**src/rtl/qlm_acc_pkg.sv**
```systemverilog
// Shared types and default widths for the QLM frame accumulator.
package qlm_acc_pkg;

  localparam int P_W   = 32;
  localparam int ACC_W = 40;
  localparam int LEN_W = 8;

  typedef enum logic [1:0] {
    IDLE,
    ACCUM,
    DONE
  } state_e;

endpackage

```
**src/rtl/qlm_acc_frame_add.sv**
```systemverilog
// Zero-extending accumulator adder with carry-out.
// ACC_SAT_EN clamps the sum to all-ones on carry.
module qlm_acc_add
  import qlm_acc_pkg::*;
#(
  parameter int PW = P_W,
  parameter int AW = ACC_W
) (
  input  logic [AW-1:0] acc,
  input  logic [PW-1:0] p,
  output logic [AW-1:0] sum,
  output logic          carry
);

  logic [AW:0] full;

  always_comb begin
    full  = {1'b0, acc} + {{(AW + 1 - PW){1'b0}}, p};
    carry = full[AW];
`ifdef ACC_SAT_EN
    sum   = carry ? {AW{1'b1}} : full[AW-1:0];
`else
    sum   = full[AW-1:0];
`endif
  end

endmodule

```
**src/rtl/qlm_acc_frame.sv**
```systemverilog
// Frame accumulator for QLM multiplier products.
// Build option ACC_SAT_EN selects saturating accumulation.
module qlm_acc_frame
  import qlm_acc_pkg::*;
#(
  parameter int P_W   = qlm_acc_pkg::P_W,
  parameter int ACC_W = qlm_acc_pkg::ACC_W,
  parameter int LEN_W = qlm_acc_pkg::LEN_W
) (
  input  logic             clk,
  input  logic             rst_n,
  input  logic             start,
  input  logic [LEN_W-1:0] frame_len,
  input  logic [P_W-1:0]   p_in,
  input  logic             p_valid,
  output logic             p_ready,
  output logic [ACC_W-1:0] acc_out,
  output logic             acc_valid,
  input  logic             acc_ready,
  output logic             busy,
  output logic             overflow
);

  state_e             state_q, state_d;
  logic [LEN_W-1:0]   cnt_q, cnt_d;
  logic [ACC_W-1:0]   acc_q, acc_d;
  logic               ovf_q, ovf_d;
  logic [ACC_W-1:0]   sum;
  logic               carry;

  qlm_acc_add #(
    .PW(P_W),
    .AW(ACC_W)
  ) u_add (
    .acc  (acc_q),
    .p    (p_in),
    .sum  (sum),
    .carry(carry)
  );

  always_ff @(posedge clk or negedge rst_n) begin
    if (!rst_n) begin
      state_q <= IDLE;
      cnt_q   <= '0;
      acc_q   <= '0;
      ovf_q   <= 1'b0;
    end else begin
      state_q <= state_d;
      cnt_q   <= cnt_d;
      acc_q   <= acc_d;
      ovf_q   <= ovf_d;
    end
  end

  always_comb begin
    state_d = state_q;
    cnt_d   = cnt_q;
    acc_d   = acc_q;
    ovf_d   = ovf_q;
    unique case (state_q)
      IDLE: begin
        if (start) begin
          cnt_d   = frame_len;
          acc_d   = '0;
          ovf_d   = 1'b0;
          state_d = (frame_len == '0) ? DONE : ACCUM;
        end
      end
      ACCUM: begin
        if (p_valid) begin
          acc_d = sum;
          ovf_d = ovf_q | carry;
          cnt_d = cnt_q - LEN_W'(1);
          if (cnt_q == LEN_W'(1)) state_d = DONE;
        end
      end
      DONE: begin
        if (acc_ready) state_d = IDLE;
      end
      default: state_d = IDLE;
    endcase
  end

  assign p_ready   = (state_q == ACCUM);
  assign acc_valid = (state_q == DONE);
  assign busy      = (state_q != IDLE);
  assign acc_out   = acc_q;
  assign overflow  = ovf_q;

endmodule

```
**config.mk**
```make
export PLATFORM = sky130hd
export DESIGN_NAME = qlm_acc_frame
export DESIGN_NICKNAME = d
export VERILOG_FILES = /design/src/rtl/qlm_acc_pkg.sv /design/src/rtl/qlm_acc_frame_add.sv /design/src/rtl/qlm_acc_frame.sv
export SDC_FILE = /design/constraint.sdc
export NUM_CORES = 1
export LEC_CHECK = 0
export ABC_AREA = 0
export BUFFER_PORTS_ARGS = -buffer_cell sky130_fd_sc_hd__buf_4
export CORE_MARGIN = 2
export CORE_UTILIZATION = 45
export CTS_BUF_LIST = sky130_fd_sc_hd__clkbuf_4 sky130_fd_sc_hd__clkbuf_8
export CTS_CLUSTER_SIZE = 8
export DETAILED_ROUTE_END_ITERATION = 10
export PLACE_DENSITY = 0.71
export REMOVE_ABC_BUFFERS = 1
export SYNTH_ARGS = -nofsm -noshare
export SYNTH_HDL_FRONTEND = slang
export SYNTH_SLANG_ARGS = --single-unit
```
**constraint.sdc**
```tcl
create_clock -name clk -period 2.9 [get_ports clk]
set_clock_uncertainty 0.2 [all_clocks]
set_input_delay 0.435 -clock clk [delete_from_list [all_inputs] [get_ports clk]]
set_output_delay 0.435 -clock clk [all_outputs]
set_load 0.01 [all_outputs]
```
== Yosys cells after proc, flatten, opt, wreduce, memory -nomap -nowiden ==
Index checks and enable logic that the tools add are counted.
Cells by class
  add/sub/neg operators: 2
  equal/unequal tests: 7
  multiplexer cells: 15
  bitwise operators: 1
  reductions and logical operators: 6
Operator list (number)
  40-bit 2-to-1 mux: 2
  40-bit case mux with 2 select lines: 1
  40-bit by 32-bit adder with 41-bit output: 1
  8-bit 2-to-1 mux: 2
  8-bit case mux with 2 select lines: 1
  2-bit 2-to-1 mux: 5
  8-bit by 1-bit == test with 1-bit output, second input constant: 1
  8-bit zero test: 1
  8-bit by 1-bit subtractor with 8-bit output, second input constant: 1
  2-bit case mux with 3 select lines: 1
  2-bit by 1-bit != test with 1-bit output, second input constant: 2
  2-bit != test, second input constant: 2
  4-bit AND reduction: 1
  2-bit nonzero test: 2
  3-bit AND reduction: 1
  2-bit by 1-bit == test with 1-bit output, second input constant: 1
  2-bit == test, second input constant: 1
  2-bit zero test: 1
  1-bit 2-to-1 mux: 2
  1-bit case mux with 2 select lines: 1
  1-bit OR: 1
Word-level totals
  flip-flop bits (word level): 51
  output and inout bits: 44
  word-level logic and storage cells: 35

== Longest topological paths before layout ==
Gate-level depths: netlist of run 1.
  depth after elaboration: 4
  depth in mapped cells: 10
  gate-level depth less buffers: 10

== Modules after synthesis ==
Synthesis of run 1 repeated with hierarchy kept, for this count alone.
Second synthesis, totals
  cell total of the unflattened synthesis: 460
  area, all modules: 4122.7 um^2
Modules (own cells, without submodules)
  qlm_acc_frame: times used 1, cells each 176, area each 2142.1 um^2, sequential area each 1276.2 um^2
  qlm_acc_add: times used 1, cells each 284, area each 1980.6 um^2, sequential area each 0.0 um^2

== Worst setup path after synthesis of run 1 ==
Ideal clock, no wire load.
  kind: input-to-reg
  start point: in p_in[0]
  end point: reg acc_q[36] (netlist: acc_out[36])
  arrival: 2638 ps
  data required time: 2623 ps
  setup slack: -16 ps
  stages: 10
  buffers on the path: 0
  cell sequence: ha_1 -> fa_1 -> a21oi_2 -> o21ai_2 -> a21oi_2 -> o41ai_4 -> a211oi_2 -> o41a_1 -> or3_1 -> a21oi_1
On the way
  cells in the longest elaborated chain, start to end: 3
Ends and longest elaborated chain
  start: declaration: RTL line qlm_acc_frame.sv:14  | input logic [P_W-1:0] p_in,
  40-bit by 32-bit adder with 41-bit output: RTL line qlm_acc_frame_add.sv:18  | full = {1'b0, acc} + {{(AW + 1 - PW){1'b0}}, p};
  40-bit 2-to-1 mux: RTL line qlm_acc_frame.sv:70  | if (p_valid) begin
  40-bit case mux with 2 select lines: RTL line qlm_acc_frame.sv:60  | unique case (state_q)
  end signal: assignment: RTL line qlm_acc_frame.sv:45  | acc_q <= '0;
  end signal: assignment: RTL line qlm_acc_frame.sv:50  | acc_q <= acc_d;
  end: declaration: RTL line qlm_acc_frame.sv:26  | logic [ACC_W-1:0] acc_q, acc_d;
Every way passes these cells. The select of a mux whose other input is x is not followed.
A chain may end at the register's enable or synchronous reset.

== Worst setup path after layout of run 1 ==
  start point: reg acc_q[24] (netlist: acc_out[24])
  end point: reg acc_q[33] (netlist: acc_out[33])
On the way
  cells in the longest elaborated chain, start to end: 3
Ends and longest elaborated chain (RTL line)
  40-bit by 32-bit adder with 41-bit output: qlm_acc_frame_add.sv:18
  40-bit 2-to-1 mux: qlm_acc_frame.sv:70
  40-bit case mux with 2 select lines: qlm_acc_frame.sv:60
Every way passes these cells. The select of a mux whose other input is x is not followed.

==> impl_metrics.yaml, run 1 <==
critical_path:
  crit_fanout: 5
  critPathRequiredTime_ps: 2890
  timing.rr.start: "acc_out[24]"
  setup.worst_path.end_class: "flip-flop"
  ff2ff_path_depth: 7
  critPathKind: "flip-flop to flip-flop"
  cp_slowest_cell: "o31ai_1"
  setup.worst_path.start_class: "flip-flop"
  critPathMaxStageDelay_ps: 620
  worstPathArrival_ps: 2790
  crit_path_cell_trace: "ha_1 > a21oi_1 > o21ai_0 > o31ai_1 > nor3_2 > nor3b_1 > a311o_1"
  worstReg2RegEnd: "acc_out[33]"
  reg2reg_setup_slack_ps: 100
clock_tree:
  clk_latency_ps: 310
  cts_tree: "done"
  clk_pin_slew_ps: 100
  ctsLongestPathBuffers: 2
  cts_buffers: 5
  cts.sinks: 51
  root_buffer: "clkbuf_8"
  h-tree-depth: 2
run:
  maxCapViolCount: 0
final_layout:
  fin_nets: 694
  syn_to_final_growth_pct: 32.2
  drive_above_1_share_pct: 27.2
  antenna-diode-count: 0
yosys:
  synthTopCellsByArea: "dfrtp_1 32%, ha_1 11%, o21ai_0 7.7%"
  synth-adder-area-share_pct: 11.1
  synth-async-reset-ratio_pct: 100
  synthSimpleGateAreaFrac_pct: 17.8
  synth_area_um2: 4010
  synth_edf_count: 0
  synthDistinctLibCells: 52
  synth_top_area_cell: "dfrtp_1"
  yosysWarnings: 0
  yosysSeqAreaShare_pct: 31.8
  synth.area.mux_share_pct: 0.249
  ys_seq_elements: 51
  avgSynthCellArea_um2: 8.04
  synth_top_family_by_area: "compound AO/OA/AOI/OAI gates"
  synth_compound_area_share_pct: 28.6
  synth_top_area_share_pct: 31.8
  synth-xor-area-share_pct: 6.55
  postSynthCellCount: 499
  ys.flop_type: "dfrtp_1"
routing:
  first_pass_iters: 4
  avgViaCountPerCell: 5.69
  via_count: 4117
  drt-initial-drc-count: 212
  wl_mm: 11.0
  ant_nets: 0
  drt-wirelength-per-cell_um: 15.2
  drc_errors: 0
pwr:
  vdd_drop_max_uv: 568
  seqPwrFrac_pct: 23.0
  p_per_area_nw_per_um2: 1000
  combPwrFrac_pct: 65.5
  power.leakage_nw: 2.51
  switching_power_mw: 2.39
  internal-power_mw: 2.93
  p_clk_share_pct: 11.5
  swShare_pct: 45.0
floorplanning:
  num_rows: 34
  io-pin-count: 89
  chipHeight_um: 98.4
  die-area_um2: 9690
  coreArea_um2: 8680
  chipWidth_um: 98.4
  initial_utilization_pct: 46.3
sta:
  max_freq_ghz: 0.357
  tightestPinTransition_ps: 747
  rsz0062_at_grt: "yes"
  period_needed_ps: 2800
  hold_violations: 0
  maxSlewHeadroom_pct: 50.1
  drv_slew: 0
  hold_slack_ps: 181
  setup_slack_ps: 102
  finalSetupViolCount: 0
  finalCritPeriodShare_pct: 96.5
global_route:
  grt_max_degree: 52
  overflow: 0
  track_usage_pct: 22.5
  first_global_vias: 3941
  antenna_found_initial: 0
  grt_pass1_wl_mm: 18.4
min_path:
  min_path_type: "input port to flip-flop"
  min_path_cells: 2
  worstHoldStart: "start"
  min_to: "state_q[0]"
placement:
  place_congestion: 0.919
  dp_slack_ps: -130
  port_buffers: 88
  dp_hpwl_mm: 8.17
run_status:
  status: "finished clean"
## cells in the final DEF (no fill, tap or decap), drive strengths merged, types with 2 or more instances in the layout
cell / n
a211oi: 4
a21o: 14
a21oi: 50
a22o: 2
a22oi: 4
a31oi: 3
and2: 5
and3: 3
buf: 135
bufinv: 2
clkbuf: 5
dfrtp: 51
ha: 34
inv: 14
nand2: 63
nand2b: 2
nand3: 8
nand4: 14
nor2: 35
nor2b: 3
nor3: 12
nor4: 3
o211a: 2
o211ai: 5
o21a: 4
o21ai: 66
o21bai: 9
o22ai: 2
o31a: 2
o31ai: 7
or3: 5
xnor2: 19
xor2: 11
## area by class of cell
cell class | instances | area [µm²]
inverter | 14 | 52.6
sequential | 51 | 1280
multi-input combinational | 406 | 2680
clock buffer | 5 | 68.8
tap | 108 | 135
fill | 781 | 3370
timing repair buffer | 136 | 1020
clock inverter | 3 | 67.6
## per-layer routing
| layer | up-vias | track usage (%) | share of wire [%] |
|---|---|---|---|
| li1 | 2035 | - | - |
| met1 | 1946 | 31.6 | 46 |
| met2 | 121 | 36.0 | 47 |
| met3 | 15 | 3.40 | 4.7 |
| met4 | 0 | 7.27 | 1.5 |
| met5 | - | 0 | 0 |
## power groups by stage
stage               combinational (mW)  clock (mW)  sequential, mW
global placement                  3.28           0            1.22
floorplan                         2.02           0            1.27
finish                            3.48       0.612            1.22
CTS                               3.37       0.623            1.22
detailed placement                3.34           0            1.23
global route                      3.86       0.658            1.27
## synth_stat cells, types with 4 or more instances
library cell,count
and2_1,5
dfrtp_1,51
a21oi_1,48
inv_1,14
a22oi_1,4
o211ai_1,5
xnor2_1,19
nand3_1,7
nand4_1,14
o21ai_0,62
o21bai_1,9
o31ai_1,7
or3_1,5
clkbuf_1,28
ha_1,34
nand2_1,63
o21a_1,4
xor2_1,11
a21o_1,13
nor3_1,12
nor2_1,35
## flip-flops by register name, indices dropped and copies added (netlist names)
name,flops
acc_out,40
cnt_q,8
state_q,2
overflow,1
## worst max-delay path, delay by kind of cell (launching register included)
kind | cells | cell delay [ps]
AOI/OAI and AO/OA | 4 | 1420
DFF | 1 | 420
adders and majority gates | 1 | 350
and+or+nand+nor | 2 | 300
## worst max path at each step
stage / start / endpoint / slack, ps / depth (start not counted)
after floorplan: state_q[1] / overflow / -770 / 8
after global placement: p_in[0] / acc_out[36] / -80 / 11
after detailed placement: p_in[8] / acc_out[33] / -130 / 10
after CTS: acc_out[0] / acc_out[36] / 20 / 10
after global routing: acc_out[4] / acc_out[37] / -50 / 10
final: acc_out[24] / acc_out[33] / 100 / 7
## kinds of logic after synthesis
| family | Yosys count |
|---|---|
| AOI/OAI and AO/OA | 184 |
| xor gates and xnor gates | 30 |
| adders and majority gates | 35 |
| and+or+nand+nor | 156 |
| muxes | 1 |
| DFF | 51 |
| buffers and inverters | 42 |
## timing repair
item / 4_1_cts / 5_1_grt
pin swaps: 1 / 14
hold buffers: 1 / 0
endpoints found under the hold margin: 51 / 0
setup endpoints to repair: 3 / 13
buffers inserted: 0 / 4
gates resized for setup: 1 / 15
## metrics by stage
stage / cell area, µm² / power (mW) / TNS (ps) / cells / utilization [%]
2_1_floorplan: 3910 / 3.29 / -17700 / 471 / -
3_3_place_gp: 5030 / 4.50 / -237 / 710 / 58.0
3_5_place_dp: 5030 / 4.57 / -762 / 710 / 58.0
4_1_cts: 5190 / 5.21 / 0 / 719 / 59.8
5_1_grt: 5310 / 5.79 / -52.8 / 723 / 61.1
6_report: 5310 / 5.32 / 0 / 723 / 61.1
No activity file was read; power rests on OpenSTA's default activity.
==> run 2, diff against run 1 <==
==> constraint.sdc (replaced) <==
create_clock -name clk -period 2.9 [get_ports clk]
set_clock_uncertainty 0.2 [all_clocks]
set_input_delay 0.145 -clock clk [delete_from_list [all_inputs] [get_ports clk]]
set_output_delay 0.145 -clock clk [all_outputs]
set_load 0.01 [all_outputs]
==> run 2 against run 1 <==
Global-route usage shrank 0.59 points. Sequential power is essentially flat. Non-clock buffer count shrank 8. Critical path type unchanged. Clock-buffer cell count is the same. Critical endpoint is now acc_out[30]. Largest cell class unchanged. Largest power group unchanged.
==> impl_metrics.yaml, run 2 (synthesized netlist as in run 1, its figures left out) <==
run:
  maxCapViolCount: 0
global_route:
  grtUsageMet2_pct: 36.1
  top_usage_layer: "met2"
  use_met1_pct: 30.6
  antenna_found_initial: 0
  grt_pass1_wl_mm: 18.0
  grt_max_degree: 52
  overflow: 0
  track_usage_pct: 22.0
  first_global_vias: 3979
  gr-usage-met3_pct: 2.98
floorplanning:
  num_rows: 34
  die-area_um2: 9690
  chipWidth_um: 98.4
  io-pin-count: 89
  initial_utilization_pct: 46.3
  coreArea_um2: 8680
  chipHeight_um: 98.4
final_layout:
  stdcell_area_um2: 5260
  fin_nets: 686
  drive_above_1_share_pct: 24.9
  layout_common_cells: "115 x buf_4, 63 x nand2_1, 60 x o21ai_0"
  largest_reg_flops: 40
  syn_to_final_growth_pct: 31.0
  fin_cells: 715
  antenna-diode-count: 0
  final_common_cell: "buf_4"
routing:
  drt-initial-drc-count: 203
  via_count: 4115
  avgViaCountPerCell: 5.76
  ant_nets: 0
  drc_errors: 0
  drt-wirelength-per-cell_um: 15.2
  wl_mm: 10.9
  first_pass_iters: 5
min_path:
  min_path_type: "input port to flip-flop"
  worstHoldStart: "p_in[1]"
clock_tree:
  cts_tree: "done"
  cts_buffers: 5
  h-tree-depth: 2
  ctsLongestPathBuffers: 2
  clk_pin_slew_ps: 110
  clk_latency_ps: 310
  cts.sinks: 51
  root_buffer: "clkbuf_8"
sta:
  hold_violations: 0
  setup_tns_ps: 0
  rsz0062_at_grt: "yes"
  finalSetupViolCount: 0
  max_freq_ghz: 0.353
  maxSlewHeadroom_pct: 47.8
  drv_slew: 0
  period_needed_ps: 2830
  tightestPinTransition_ps: 781
  finalCritPeriodShare_pct: 97.5
critical_path:
  setup.worst_path.end_class: "flip-flop"
  crit_fanout: 5
  crit_path_cell_trace: "ha_1 > buf_4 > and3_1 > a31oi_1 > o41ai_4 > a211oi_2 > buf_4 > o31ai_2 > xnor2_1 > o21ai_1"
  cp_common_cell: "buf_4"
  cp_slowest_cell: "dfrtp_1"
  critPathRequiredTime_ps: 2880
  worstPathArrival_ps: 2810
  startpoint: "acc_out[11]"
  critPathMaxStageDelay_ps: 430
  timing.rr.start: "acc_out[11]"
  setup.worst_path.start_class: "flip-flop"
  critPathKind: "flip-flop to flip-flop"
placement:
  placed_area_um2: 4910
  port_buffers: 88
  place_inst: 693
  dp_hpwl_mm: 8.02
  place_congestion: 0.913
pwr:
  vdd_drop_max_uv: 528
  p_clk_share_pct: 8.8
  swShare_pct: 46.8
  power.leakage_nw: 2.44
  switching_power_mw: 2.36
  seqPwrFrac_pct: 24.4
  combPwrFrac_pct: 66.8
  p_per_area_nw_per_um2: 959
  internal-power_mw: 2.68
run_status:
  status: "finished clean"
## run 2: changes by cell type in the layout (fill, tap and decap cells not counted), sizes merged
cell         before  now
buf             135  115
dlygate4sd3       1   13
bufinv            2    0
clkinv            0    2
## run 2: power by group through the flow
| stage | Clock (mW) | Combinational (mW) | Sequential (mW) |
|---|---|---|---|
| after detailed placement | 0 | 3.21 | 1.22 |
| after CTS | 0.461 | 3.26 | 1.21 |
| after global routing | 0.487 | 3.73 | 1.27 |
| after global placement | 0 | 3.16 | 1.21 |
| after floorplan | 0 | 2.02 | 1.27 |
| final | 0.446 | 3.37 | 1.23 |
## run 2: worst paths after layout
check,to,slack (ps),cells past startpoint
max,acc_out[30],70,10
min,acc_out[1],70,3
max reg2reg,acc_out[30],70,10
min reg2reg,cnt_q[4],310,2
max in group asynchronous,acc_out[0],1850,2
min in group asynchronous,acc_out[20],200,2
## run 2: area by class of cell
cell class,count,area [µm²]
fill,809,3420
clock buffer,5,68.8
inverter,14,52.6
tap,108,135
multi-input combinational,406,2710
timing repair buffer,128,993
clock inverter,3,25.0
sequential,51,1280
## run 2: critical path, delay by kind of cell, from the launching register on
| kind | cells | cell delay, ps |
|---|---|---|
| compound gates | 5 | 970 |
| buf+inv | 2 | 340 |
| simple gates | 1 | 170 |
| xor+xnor | 1 | 230 |
| flops | 1 | 430 |
| fa+ha+maj | 1 | 360 |
## run 2: timing repair
action / in CTS / in global routing
hold endpoints to repair: 62 / 0
setup buffers: 0 / 1
resized for setup: 1 / 20
pin swaps: 1 / 13
hold buffers: 13 / 0
setup endpoints to repair: 3 / 11
## run 2: metal layers
layer / vias to the layer above / share of wire [%]
li1: 2010 / -
met1: 1960 / 46
met2: 133 / 47
met3: 12 / 5.1
met4: 0 / 1.3
met5: - / 0
## run 2: stage by stage
stage	worst slack [ps]	total power [mW]	utilization [%]	hold WS [ps]
after floorplan	-773	3.29	-	-351
after global placement	65.2	4.37	56.5	37.5
after detailed placement	-74.7	4.43	56.5	34.8
after CTS	15.6	4.93	59.2	53.8
after global routing	-43.7	5.49	60.6	63.6
final	71.1	5.05	60.6	73.1
==> run 3, diff against run 2 <==
--- a/config.mk
+++ b/config.mk
@@ -5,14 +5,14 @@
 export SDC_FILE = /design/constraint.sdc
 export NUM_CORES = 1
 export LEC_CHECK = 0
-export ABC_AREA = 0
+export ABC_AREA = 1
 export BUFFER_PORTS_ARGS = -buffer_cell sky130_fd_sc_hd__buf_4
 export CORE_MARGIN = 2
 export CORE_UTILIZATION = 45
 export CTS_BUF_LIST = sky130_fd_sc_hd__clkbuf_4 sky130_fd_sc_hd__clkbuf_8
 export CTS_CLUSTER_SIZE = 8
 export DETAILED_ROUTE_END_ITERATION = 10
-export PLACE_DENSITY = 0.71
+export PLACE_DENSITY = 0.69
 export REMOVE_ABC_BUFFERS = 1
 export SYNTH_ARGS = -nofsm -noshare
 export SYNTH_HDL_FRONTEND = slang
==> run 3 against run 2 <==
Combinational power up 5%. Largest power group unchanged. Clock-buffer cell count unchanged. Sequential share of layout area down 2.5 points. Critical path type is now input port to flip-flop. Largest cell class unchanged. Highest routed layer unchanged. Die area up 20%.
==> impl_metrics.yaml, run 3 <==
yosys:
  synthTopCellsByArea: "dfrtp_1 26%, nand2_1 21%, inv_1 9.5%"
  ys.flop_type: "dfrtp_1"
  yosysSeqAreaShare_pct: 26.2
  postSynthCellCount: 802
  synth.most_common_cell: "nand2_1"
  yosysWarnings: 0
  synth-async-reset-ratio_pct: 100
  ys_seq_elements: 51
  synth_top_area_cell: "dfrtp_1"
  synth_edf_count: 0
  synthDistinctLibCells: 40
  avgSynthCellArea_um2: 6.07
  synth_common_cells: "272 x nand2_1, 123 x inv_1, 87 x nor2_1"
  synth_area_um2: 4870
  synth_top_area_share_pct: 26.2
routing:
  avgViaCountPerCell: 5.12
  ant_nets: 0
  wl_mm: 14.6
  first_pass_iters: 5
  drt-wirelength-per-cell_um: 14.1
  via_count: 5314
  drt-initial-drc-count: 347
  drc_errors: 0
final_layout:
  fillers: 1062
  syn_to_final_growth_pct: 20.5
  fin_nets: 981
  utilization_pct: 56.4
  largest_reg_flops: 40
  final_common_cell: "nand2_1"
  fin_cells: 1038
  drive_above_1_share_pct: 15.9
  antenna-diode-count: 0
  stdcell_area_um2: 5870
  layout_common_cells: "272 x nand2_1, 123 x inv_1, 91 x buf_4"
critical_path:
  cp_top_family: "simple AND/OR/NAND/NOR gates"
  worstPathArrival_ps: 2620
  setup.worst_path.start_class: "input port"
  setup.worst_path.end_class: "flip-flop"
  cp_common_cell: "nand2_1"
  crit_fanout: 4
  critPathRequiredTime_ps: 2980
  critPathKind: "input port to flip-flop"
  crit_buf_inv: 3
  crit_path_cell_trace: "dlygate4sd3_1 > buf_4 > ha_1 > fa_1 > nand2_1 > nand3_1 > nand2_1 > inv_1 > nand3_1 > nand3_2 > nand2_1 > nand2_1 > nand3_1 > nand2_1 > nor2_1"
  cp_slowest_cell: "dlygate4sd3_1"
  critPathMaxStageDelay_ps: 540
sta:
  setup_tns_ps: 0
  tightestPinTransition_ps: 705
  setup_slack_ps: 356
  max_freq_ghz: 0.393
  drv_slew: 0
  finalCritPeriodShare_pct: 87.7
  hold_slack_ps: 15.2
  period_needed_ps: 2540
  finalSetupViolCount: 0
  hold_violations: 0
  maxSlewHeadroom_pct: 53.0
  rsz0062_at_grt: "no"
run_status:
  status: "finished clean"
global_route:
  track_usage_pct: 26.2
  antenna_found_initial: 0
  grt_pass1_wl_mm: 24.2
  grt_max_degree: 52
  overflow: 0
  first_global_vias: 5115
clock_tree:
  root_buffer: "clkbuf_8"
  clk_pin_slew_ps: 120
  cts.sinks: 51
  ctsLongestPathBuffers: 2
  cts_tree: "done"
  cts_buffers: 5
  clk_latency_ps: 340
  h-tree-depth: 2
  cts_resized: 0
  ctsHoldBuffers: 11
  post_cts.repair.setup_buffers: 0
placement:
  place_inst: 1019
  dp_hpwl_mm: 11.5
  place_congestion: 0.958
  placed_area_um2: 5670
  dp_slack_ps: 497
  port_buffers: 88
min_path:
  min_path_type: "input port to flip-flop"
floorplanning:
  num_rows: 37
  chipWidth_um: 108
  coreArea_um2: 10400
  die-area_um2: 11700
  chipHeight_um: 108
  io-pin-count: 89
  initial_utilization_pct: 46.8
pwr:
  vdd_drop_max_uv: 533
  finalPower_mw: 5.25
  p_per_area_nw_per_um2: 894
  power.leakage_nw: 3.23
run:
  maxCapViolCount: 0
run 3: cell count changes after synthesis, sizes merged, moves of 18 or more:
cell / before / now
nand2: 63 / 288
o21ai: 66 / 48
clkbuf: 28 / 2
xnor2: 19 / 0
nand3: 8 / 47
inv: 14 / 127
nor2: 35 / 97
run 3: kinds of logic after synthesis:
family,synth area share (%)
simple gates,39.2
buf+inv,11.0
compound gates,13.8
mux,0.206
fa+ha+maj,9.14
flops,26.2
xor+xnor,0.360
run 3: worst min-delay path: cells and delay by family:
kind	cells	cell delay, ps
AND/OR/NAND/NOR	1	40
buffers and inverters	2	140
AO/OA/AOI/OAI	2	200
run 3: metal layers:
metal | global-route usage [%] | share of wire, % | routed length (µm)
met3 | 5.00 | 7.6 | 1110
met1 | 36.1 | 47 | 6900
met2 | 41.2 | 43 | 6290
met5 | 0 | 0 | 0
met4 | 8.42 | 2.3 | 337
run 3: final cells by class:
type | instances | area, µm² | share of cell area (%)
sequential | 51 | 1280 | 21.7
clock inverter | 3 | 26.3 | 0.448
tap | 136 | 170 | 2.90
clock buffer | 5 | 68.8 | 1.17
inverter | 127 | 479 | 8.16
multi-input combinational | 614 | 3060 | 52.1
timing repair buffer | 102 | 793 | 13.5
run 3: report_power, final:
group	internal [mW]	switching (mW)	total (mW)
Clock	0.179	0.313	0.492
Combinational	1.27	2.26	3.53
Sequential	0.983	0.246	1.23
Total	2.43	2.82	5.25
run 3: final timing paths:
path | startpoint | to | slack [ps] | depth (start not counted)
setup / recovery | p_in[0] | acc_out[36] | 360 | 15
hold / removal | frame_len[7] | cnt_q[7] | 20 | 5
setup reg to reg | acc_out[0] | acc_out[36] | 420 | 13
hold reg to reg | cnt_q[3] | cnt_q[3] | 290 | 2
max in group asynchronous | rst_n | cnt_q[7] | 1840 | 2
min in group asynchronous | rst_n | acc_out[17] | 180 | 2
